`src/rtl/alu_cmd_pkg.sv`:
```
// Shared encodings for the ALU command assembler: opcodes, command word field layout,
// frame-assembly states and a helper that packs a command word.
package alu_cmd_pkg;

    localparam int CMD_W  = 10;
    localparam int NIB_W  = 4;
    localparam int D1_LSB = 0;
    localparam int D2_LSB = 4;
    localparam int OP_LSB = 8;

    typedef enum logic [1:0] {
        OP_ADD = 2'd0,
        OP_SUB = 2'd1,
        OP_MUL = 2'd2,
        OP_DIV = 2'd3
    } op_e;

    typedef enum logic [1:0] {
        S_HDR = 2'd0,
        S_A   = 2'd1,
        S_B   = 2'd2
    } state_e;

    function automatic logic [CMD_W-1:0] pack_cmd(input op_e op, input logic [NIB_W-1:0] d2,
                                                  input logic [NIB_W-1:0] d1);
        logic [CMD_W-1:0] c;
        c = '0;
        c[OP_LSB +: 2]     = op;
        c[D2_LSB +: NIB_W] = d2;
        c[D1_LSB +: NIB_W] = d1;
        return c;
    endfunction

endpackage

```
`src/rtl/alu_cmd_timer.sv`:
```
// Inter-nibble idle counter. Fires o_expire on the TIMEOUT-th consecutive enabled cycle;
// TIMEOUT=0 disables it entirely.
module alu_cmd_timer #(
    parameter int TIMEOUT = 16
) (
    input  logic i_clk,
    input  logic i_reset,
    input  logic i_clear,
    input  logic i_enable,
    output logic o_expire
);
    localparam int TW = (TIMEOUT > 1) ? $clog2(TIMEOUT) : 1;
    localparam logic [TW-1:0] LAST = TW'((TIMEOUT > 0) ? (TIMEOUT - 1) : 0);

    logic [TW-1:0] r_cnt;

    // Expiry is combinational so the abort lands on the same edge as the last idle cycle.
    assign o_expire = (TIMEOUT != 0) && i_enable && (r_cnt == LAST);

    always_ff @(posedge i_clk or posedge i_reset) begin
        if (i_reset)
            r_cnt <= '0;
        else if (i_clear || o_expire)
            r_cnt <= '0;
        else if (i_enable)
            r_cnt <= r_cnt + 1'b1;
    end

endmodule

```
`src/rtl/alu_cmd_assembler.sv`:
```
// Assembles {header,data1,data2} nibble frames into 10-bit ALU commands for the FIFO
// write side; bad-header, divide-by-zero and timed-out frames are dropped and counted.
module alu_cmd_assembler
    import alu_cmd_pkg::*;
#(
    parameter int TIMEOUT    = 16,
    parameter bit CHECK_DIV0 = 1'b1,
    parameter int CNT_W      = 8
) (
    input  logic             i_clk,
    input  logic             i_reset,
    input  logic [NIB_W-1:0] i_nib_data,
    input  logic             i_nib_valid,
    output logic             o_nib_ready,
    output logic [CMD_W-1:0] o_cmd_data,
    output logic             o_cmd_valid,
    input  logic             i_cmd_ready,
    output logic             o_err_hdr,
    output logic             o_err_div0,
    output logic             o_err_timeout,
    output logic [CNT_W-1:0] o_drop_cnt
);
    state_e           r_state, w_state_nxt;
    op_e              r_op;
    logic [NIB_W-1:0] r_d1;
    logic [CMD_W-1:0] r_cmd_data;
    logic             r_cmd_valid;
    logic             r_err_hdr, r_err_div0, r_err_timeout;
    logic [CNT_W-1:0] r_drop_cnt;

    logic w_xfer, w_hdr_bad, w_div0, w_load, w_lat_op, w_lat_d1, w_drop;
    logic w_tmr_clear, w_tmr_en, w_expire;

    // Final nibble is held off while a word is parked, so the output register is never overwritten.
    assign o_nib_ready = (r_state != S_B) || !r_cmd_valid || i_cmd_ready;
    assign w_xfer      = i_nib_valid && o_nib_ready;

    assign w_tmr_clear = w_xfer || (r_state == S_HDR);
    assign w_tmr_en    = ((r_state == S_A) || ((r_state == S_B) && o_nib_ready)) && !w_xfer;

    alu_cmd_timer #(.TIMEOUT(TIMEOUT)) u_timer (
        .i_clk    (i_clk),
        .i_reset  (i_reset),
        .i_clear  (w_tmr_clear),
        .i_enable (w_tmr_en),
        .o_expire (w_expire)
    );

    always_comb begin
        w_state_nxt = r_state;
        w_hdr_bad   = 1'b0;
        w_div0      = 1'b0;
        w_load      = 1'b0;
        w_lat_op    = 1'b0;
        w_lat_d1    = 1'b0;
        case (r_state)
            S_HDR: begin
                if (w_xfer) begin
                    if (i_nib_data[3:2] != 2'b00) begin
                        w_hdr_bad = 1'b1;
                    end else begin
                        w_lat_op    = 1'b1;
                        w_state_nxt = S_A;
                    end
                end
            end
            S_A: begin
                if (w_xfer) begin
                    w_lat_d1    = 1'b1;
                    w_state_nxt = S_B;
                end else if (w_expire) begin
                    w_state_nxt = S_HDR;
                end
            end
            S_B: begin
                if (w_xfer) begin
                    if (CHECK_DIV0 && (r_op == OP_DIV) && (i_nib_data == '0))
                        w_div0 = 1'b1;
                    else
                        w_load = 1'b1;
                    w_state_nxt = S_HDR;
                end else if (w_expire) begin
                    w_state_nxt = S_HDR;
                end
            end
            default: w_state_nxt = S_HDR;
        endcase
    end

    assign w_drop = w_hdr_bad || w_div0 || w_expire;

    always_ff @(posedge i_clk or posedge i_reset) begin
        if (i_reset) begin
            r_state <= S_HDR;
            r_op    <= OP_ADD;
            r_d1    <= '0;
        end else begin
            r_state <= w_state_nxt;
            if (w_lat_op) r_op <= op_e'(i_nib_data[1:0]);
            if (w_lat_d1) r_d1 <= i_nib_data;
        end
    end

    // A reload on the accepting edge keeps valid high, giving back-to-back words.
    always_ff @(posedge i_clk or posedge i_reset) begin
        if (i_reset) begin
            r_cmd_data  <= '0;
            r_cmd_valid <= 1'b0;
        end else if (w_load) begin
            r_cmd_data  <= pack_cmd(r_op, i_nib_data, r_d1);
            r_cmd_valid <= 1'b1;
        end else if (r_cmd_valid && i_cmd_ready) begin
            r_cmd_valid <= 1'b0;
        end
    end

    always_ff @(posedge i_clk or posedge i_reset) begin
        if (i_reset) begin
            r_err_hdr     <= 1'b0;
            r_err_div0    <= 1'b0;
            r_err_timeout <= 1'b0;
            r_drop_cnt    <= '0;
        end else begin
            r_err_hdr     <= w_hdr_bad;
            r_err_div0    <= w_div0;
            r_err_timeout <= w_expire;
            if (w_drop && (r_drop_cnt != '1))
                r_drop_cnt <= r_drop_cnt + 1'b1;
        end
    end

    assign o_cmd_data    = r_cmd_data;
    assign o_cmd_valid   = r_cmd_valid;
    assign o_err_hdr     = r_err_hdr;
    assign o_err_div0    = r_err_div0;
    assign o_err_timeout = r_err_timeout;
    assign o_drop_cnt    = r_drop_cnt;

endmodule

```
`config.mk`:
```
export PLATFORM = sky130hd
export DESIGN_NAME = alu_cmd_assembler
export DESIGN_NICKNAME = d
export VERILOG_FILES = /design/src/rtl/alu_cmd_pkg.sv /design/src/rtl/alu_cmd_timer.sv /design/src/rtl/alu_cmd_assembler.sv
export SDC_FILE = /design/constraint.sdc
export NUM_CORES = 1
export LEC_CHECK = 0
export BUFFER_PORTS_ARGS = -buffer_cell sky130_fd_sc_hd__buf_2
export CAP_MARGIN = 20
export CORE_MARGIN = 5
export CORE_UTILIZATION = 57
export CTS_CLUSTER_DIAMETER = 100
export DETAILED_ROUTE_END_ITERATION = 10
export GPL_ROUTABILITY_DRIVEN = 0
export PLACE_DENSITY = 0.89
export SETUP_SLACK_MARGIN = 0.4
export SYNTH_ARGS = -nofsm -noshare
export SYNTH_HDL_FRONTEND = slang
export SYNTH_SLANG_ARGS = --single-unit
```
`constraint.sdc`:
```
create_clock -name i_clk -period 2.4 [get_ports i_clk]
set_input_delay 0.24 -clock i_clk [delete_from_list [all_inputs] [get_ports i_clk]]
set_output_delay 0.24 -clock i_clk [all_outputs]
set_load 0.005 [all_outputs]
```
## After elaboration in Yosys (flattened, before gate mapping)

Cells that the tools add are included.

| storage, ports and cells | value |
|---|---|
| register bits after elaboration | 34 |
| output and inout bits | 23 |
| bits of input ports | 8 |

| operators by class | value |
|---|---|
| multiplexer cells | 24 |
| equality and inequality tests | 8 |
| reduce and logical (&&, ||, !) cells | 22 |
| add/subtract/negate cells | 2 |

Operator list:

| kind | number |
|---|---|
| $mux 1 | 16 |
| $mux 2 | 5 |
| $add 8x1->8 const B | 1 |
| $mux 4 | 2 |
| $ne 8x8->1 const B | 1 |
| $logic_and 1x1->1 | 7 |
| $logic_or 1x1->1 | 7 |
| $ne 2x2->1 const B | 3 |
| $pmux 2 s3 | 1 |
| $reduce_bool 2->1 | 3 |
| $add 4x1->4 const B | 1 |
| $eq 2x2->1 const B | 2 |
| $eq 4x4->1 const B | 1 |
| $logic_not 4->1 | 1 |
| $eq 2x1->1 const B | 1 |
| $logic_not 1->1 | 2 |
| $logic_not 2->1 | 1 |
| $reduce_and 2->1 | 1 |

## Longest topological paths before layout

| depth | value |
|---|---|
| depth after elaboration | 10 |
| gate-level depth with buffers | 6 |

## By module

From an unflattened synthesis, not the netlist that was laid out.

| unflattened totals | value |
|---|---|
| cells, all modules | 133 |
| area total of the unflattened synthesis | 1537.7 um^2 |

By module, submodules not included:

| module | area each (um^2) | cells an instance | times used |
|---|---|---|---|
| alu_cmd_assembler | 1330.0 | 109 | 1 |
| alu_cmd_timer | 207.7 | 24 | 1 |

## Worst setup path before layout

No wires, ideal clock.

| timing path | value |
|---|---|
| kind | flip-flop to flip-flop |
| start point | register r_state[0] |
| end point | register r_drop_cnt[4] (netlist: o_drop_cnt[4]) |
| cell stages (with the launch flop) | 6 |
| setup slack | 0.800 ns |
| data arrival time | 1.472 ns |
| buffers on the path | 0 |
| data required time | 2.272 ns |
| clock period less this slack | 1.600 ns |
| cell sequence | dfrtp_1 > and2b_2 > nand3_1 > o21bai_2 > o2111ai_1 > mux2_1 |

| on the way | value |
|---|---|
| longest elaborated chain between the ends | 9 |
| elaborated cells between the ends (all ways) | 19 |
| those cells by class | eq/ne: 3; mux: 4; reduce/logical: 12 |

RTL lines:

| element | line | text |
|---|---|---|
| from (decl) | alu_cmd_assembler.sv:23 | `state_e r_state, w_state_nxt;` |
| from (signal assigned) | alu_cmd_assembler.sv:98 | `r_state <= w_state_nxt;` |
| $ne 2x2->1 | alu_cmd_assembler.sv:35 | `assign o_nib_ready = (r_state != S_B) \|\| !r_cmd_valid \|\| i_cmd_ready;` |
| $logic_or 1x1->1 (2 in series) | alu_cmd_assembler.sv:35 |  |
| $logic_and 1x1->1 (on tied branches) | alu_cmd_assembler.sv:36, alu_cmd_assembler.sv:39 |  |
| $mux 1, or another cell as far along | alu_cmd_assembler.sv:58 | `if (w_xfer) begin` |
| $mux 1 / $logic_and 1x1->1 (equally long branches) | alu_cmd_assembler.sv:56, alu_cmd_assembler.sv:39 |  |
| $logic_or 1x1->1 / $logic_and 1x1->1 (equally long branches) | alu_cmd_assembler.sv:90, alu_cmd_timer.sv:18 |  |
| $logic_or 1x1->1 (*) | alu_cmd_assembler.sv:90 | `assign w_drop = w_hdr_bad \|\| w_div0 \|\| w_expire;` |
| $logic_and 1x1->1 (*) | alu_cmd_assembler.sv:127 | `if (w_drop && (r_drop_cnt != '1))` |
| to (signal assigned) | alu_cmd_assembler.sv:128 | `r_drop_cnt <= r_drop_cnt + 1'b1;` |
| to (decl) | alu_cmd_assembler.sv:29 | `logic [CNT_W-1:0] r_drop_cnt;` |

Every way passes the cells marked *; elsewhere a longest branch is shown, timed or not.
A chain may end at the register's enable or synchronous reset.

## Worst setup path in the final report

Ends and elaborated chain as after synthesis.

==> metrics.yaml <==
fmax_mhz: 538
clkTransAtPathRegs_ns: 0.11
cts_root_buf: "clkbuf_4"
grt_max_degree: 35
synth_edf_count: 0
antenna_found_initial: 0
dp_hpwl_um: 2300
async_flop_share: 1.00
post_cts_resized: 0
syn_area_mm2: 0.00153
routed_wl_um: 3110
antenna_cells: 0
slowest_stage: "dfrtp_1"
holdBufCountCts: 1
firstDrtPassIters: 5
hold_class: "in -> reg"
finalSetupViolCount: 0
die_x_um: 61.8
synth_cells: 130
hold_violations: 0
cap_violations: 0
drtAntennaViolNets: 0
layout-drive-gt1-share: 0.333
crit_chain: "and2b_2 -> nand3_1 -> o21bai_2 -> o2111ai_1 -> mux2_1"
layout_common_cells: "dfrtp_1, buf_2, nand2_1"
postCtsSetupRepairBufs: 0
yosys_register_bits: 34
cellPowerDensity_mw_per_mm2: 980
synth_area_leaders: "dfrtp_1, mux2_2, mux2_1, nand2_1, xnor2_1"
first_iter_violations: 57
core_area_mm2: 0.00252
worst-path-buf-inv: 0
clk_latency_ns: 0.34
yosysTopAreaCellShare: 0.557
final_nets: 177
setup_tns_ns: 0
portBuffers: 30
status: "finished clean"
rsz0062_at_grt: "no"
power.share.sequential: 0.504
start_kind: "flop"
p_clk_frac: 0.235
power.share.switching: 0.311
dieArea_mm2: 0.00381
cp_top_family: "compound AO/OA/AOI/OAI gates"
cts_made_buffers: 5
drc: 0
yosys_warnings: 0
vias_per_cell: 5.79
worstSetupEndpointType: "flop"
synth_largest_area_cell: "dfrtp_1"
num_vias: 1146
worstPathMaxFanout: 7
fin_ws_ns: 0.540
critical_path_required_ns: 2.63
preCtsSetupSlack_ns: 0.589
switchingPower_uw: 549
comb_power_share: 0.261
grt_pass1_vias: 1184
cts_sinks: 34
cell_internal_pwr_mw: 1.22
io-pin-count: 31
leakage_nw: 0.871
synth.distinct_cells: 34
syn_avg_cell_area_um2: 11.7
final_max_slew_viol_count: 0
die_h_um: 61.8
synthFlopType: "dfrtp_1"
critPathMaxStageDelay_ns: 0.42
synth-seq-area-share: 0.557
layout_commonest_cell: "dfrtp_1"
max-slew-margin-rel: 0.725
h-tree-depth: 2
skew_ns: 0.0107
grt_pass1_wl_um: 5220
area_delta_synth_final_pct: 18.0
clk_path_buf_depth: 2
worst-slew-pin-transition_ns: 0.413
start_util: 0.605
critPathArrivalTime_ns: 2.09
ir_drop_uv: 747
syn_nets: 140
grt_overflow: 0
wl_per_cell_um: 15.7
rows: 18
grt_usage: 0.191
critPathKind: "reg -> reg"
fillerInstances: 181
fin_crit_ns: 1.86
min_period_over_period: 0.775
tritoncts: "done"
-- layer usage --
layer / part of all wire / vias up / global-route usage / wire, µm
met4: 0.021 / 0 / 0.109 / 66
met2: 0.53 / 40 / 0.305 / 1640
met5: 0 / - / 0 / 0
met1: 0.39 / 565 / 0.230 / 1220
met3: 0.057 / 8 / 0.0579 / 177
li1: - / 533 / - / -
-- tightest hold or removal path, stage by stage --
cell     delay [ns]
buf_2          0.11
nand2_1        0.05
nand2_1        0.05
-- flip-flops by register name, summed over array words and instances (netlist names) --
name,cells
o_cmd_data,10
o_drop_cnt,8
r_d1,4
u_timer.r_cnt,4
r_op,2
r_state,2
o_cmd_valid,1
o_err_div0,1
o_err_hdr,1
o_err_timeout,1
-- worst paths after layout --
kind / startpoint / end / slack [ns] / cells after the start
max: r_state[0]$_DFFE_PP0P_ / o_drop_cnt[4]$_DFFE_PP0P_ / 0.54 / 5
min: i_nib_data[3] / o_cmd_data[7]$_DFFE_PP0P_ / 0.14 / 3
max reg2reg: r_state[0]$_DFFE_PP0P_ / o_drop_cnt[4]$_DFFE_PP0P_ / 0.54 / 5
min reg2reg: o_cmd_data[5]$_DFFE_PP0P_ / o_cmd_data[5]$_DFFE_PP0P_ / 0.48 / 2
max in group asynchronous: i_reset / o_drop_cnt[5]$_DFFE_PP0P_ / 1.58 / 4
min in group asynchronous: i_reset / o_cmd_data[2]$_DFFE_PP0P_ / 0.53 / 4
-- Yosys cell counts (3+ instances only) --
library cell / instances
dfrtp_1: 34
nand2_1: 16
mux2_2: 10
nor2_1: 10
mux2_1: 6
xnor2_1: 5
a21oi_1: 4
o21ai_0: 4
and4_1: 3
inv_1: 3
nand2b_1: 3
nand3_1: 3
o21ai_1: 3
-- metrics by stage --
stage               std cells  hold WS [ns]   util  power, mW  area, µm²
finish                    198         0.137  0.714       1.77       1800
global route              198         0.131  0.714       1.89       1800
CTS                       198         0.119  0.714       1.78       1800
detailed placement        189         0.347  0.678       1.36       1710
global placement          189         0.340  0.678       1.32       1710
floorplan                 130         0.345      -       1.13       1530
-- cell type report --
| cell class | instances | area, µm² | share of cell area |
|---|---|---|---|
| Sequential cell | 34 | 851 | 0.472 |
| Clock buffer | 5 | 37.5 | 0.0208 |
| Clock inverter | 3 | 45.0 | 0.0250 |
| Inverter | 3 | 11.3 | 0.00625 |
| Multi-Input combinational cell | 91 | 652 | 0.362 |
| Tap cell | 30 | 37.5 | 0.0208 |
| Timing Repair Buffer | 32 | 168 | 0.0931 |
-- cell families after synthesis --
group | count (synthesis) | synth area share
and+or+nand+nor | 49 | 0.175
DFF | 34 | 0.557
AOI/OAI and AO/OA | 18 | 0.0828
muxes | 16 | 0.118
xor gates and xnor gates | 5 | 0.0287
buffers and inverters | 5 | 0.0156
adders and majority gates | 3 | 0.0229
-- power by group through the flow --
stage	Clock, mW	Sequential, mW	Combinational [mW]
2_1_floorplan	0	0.886	0.247
3_3_place_gp	0	0.880	0.442
3_5_place_dp	0	0.895	0.468
4_1_cts	0.425	0.884	0.472
5_1_grt	0.456	0.918	0.516
6_report	0.416	0.889	0.461
Note: power is estimated with default switching activity, not from simulation.
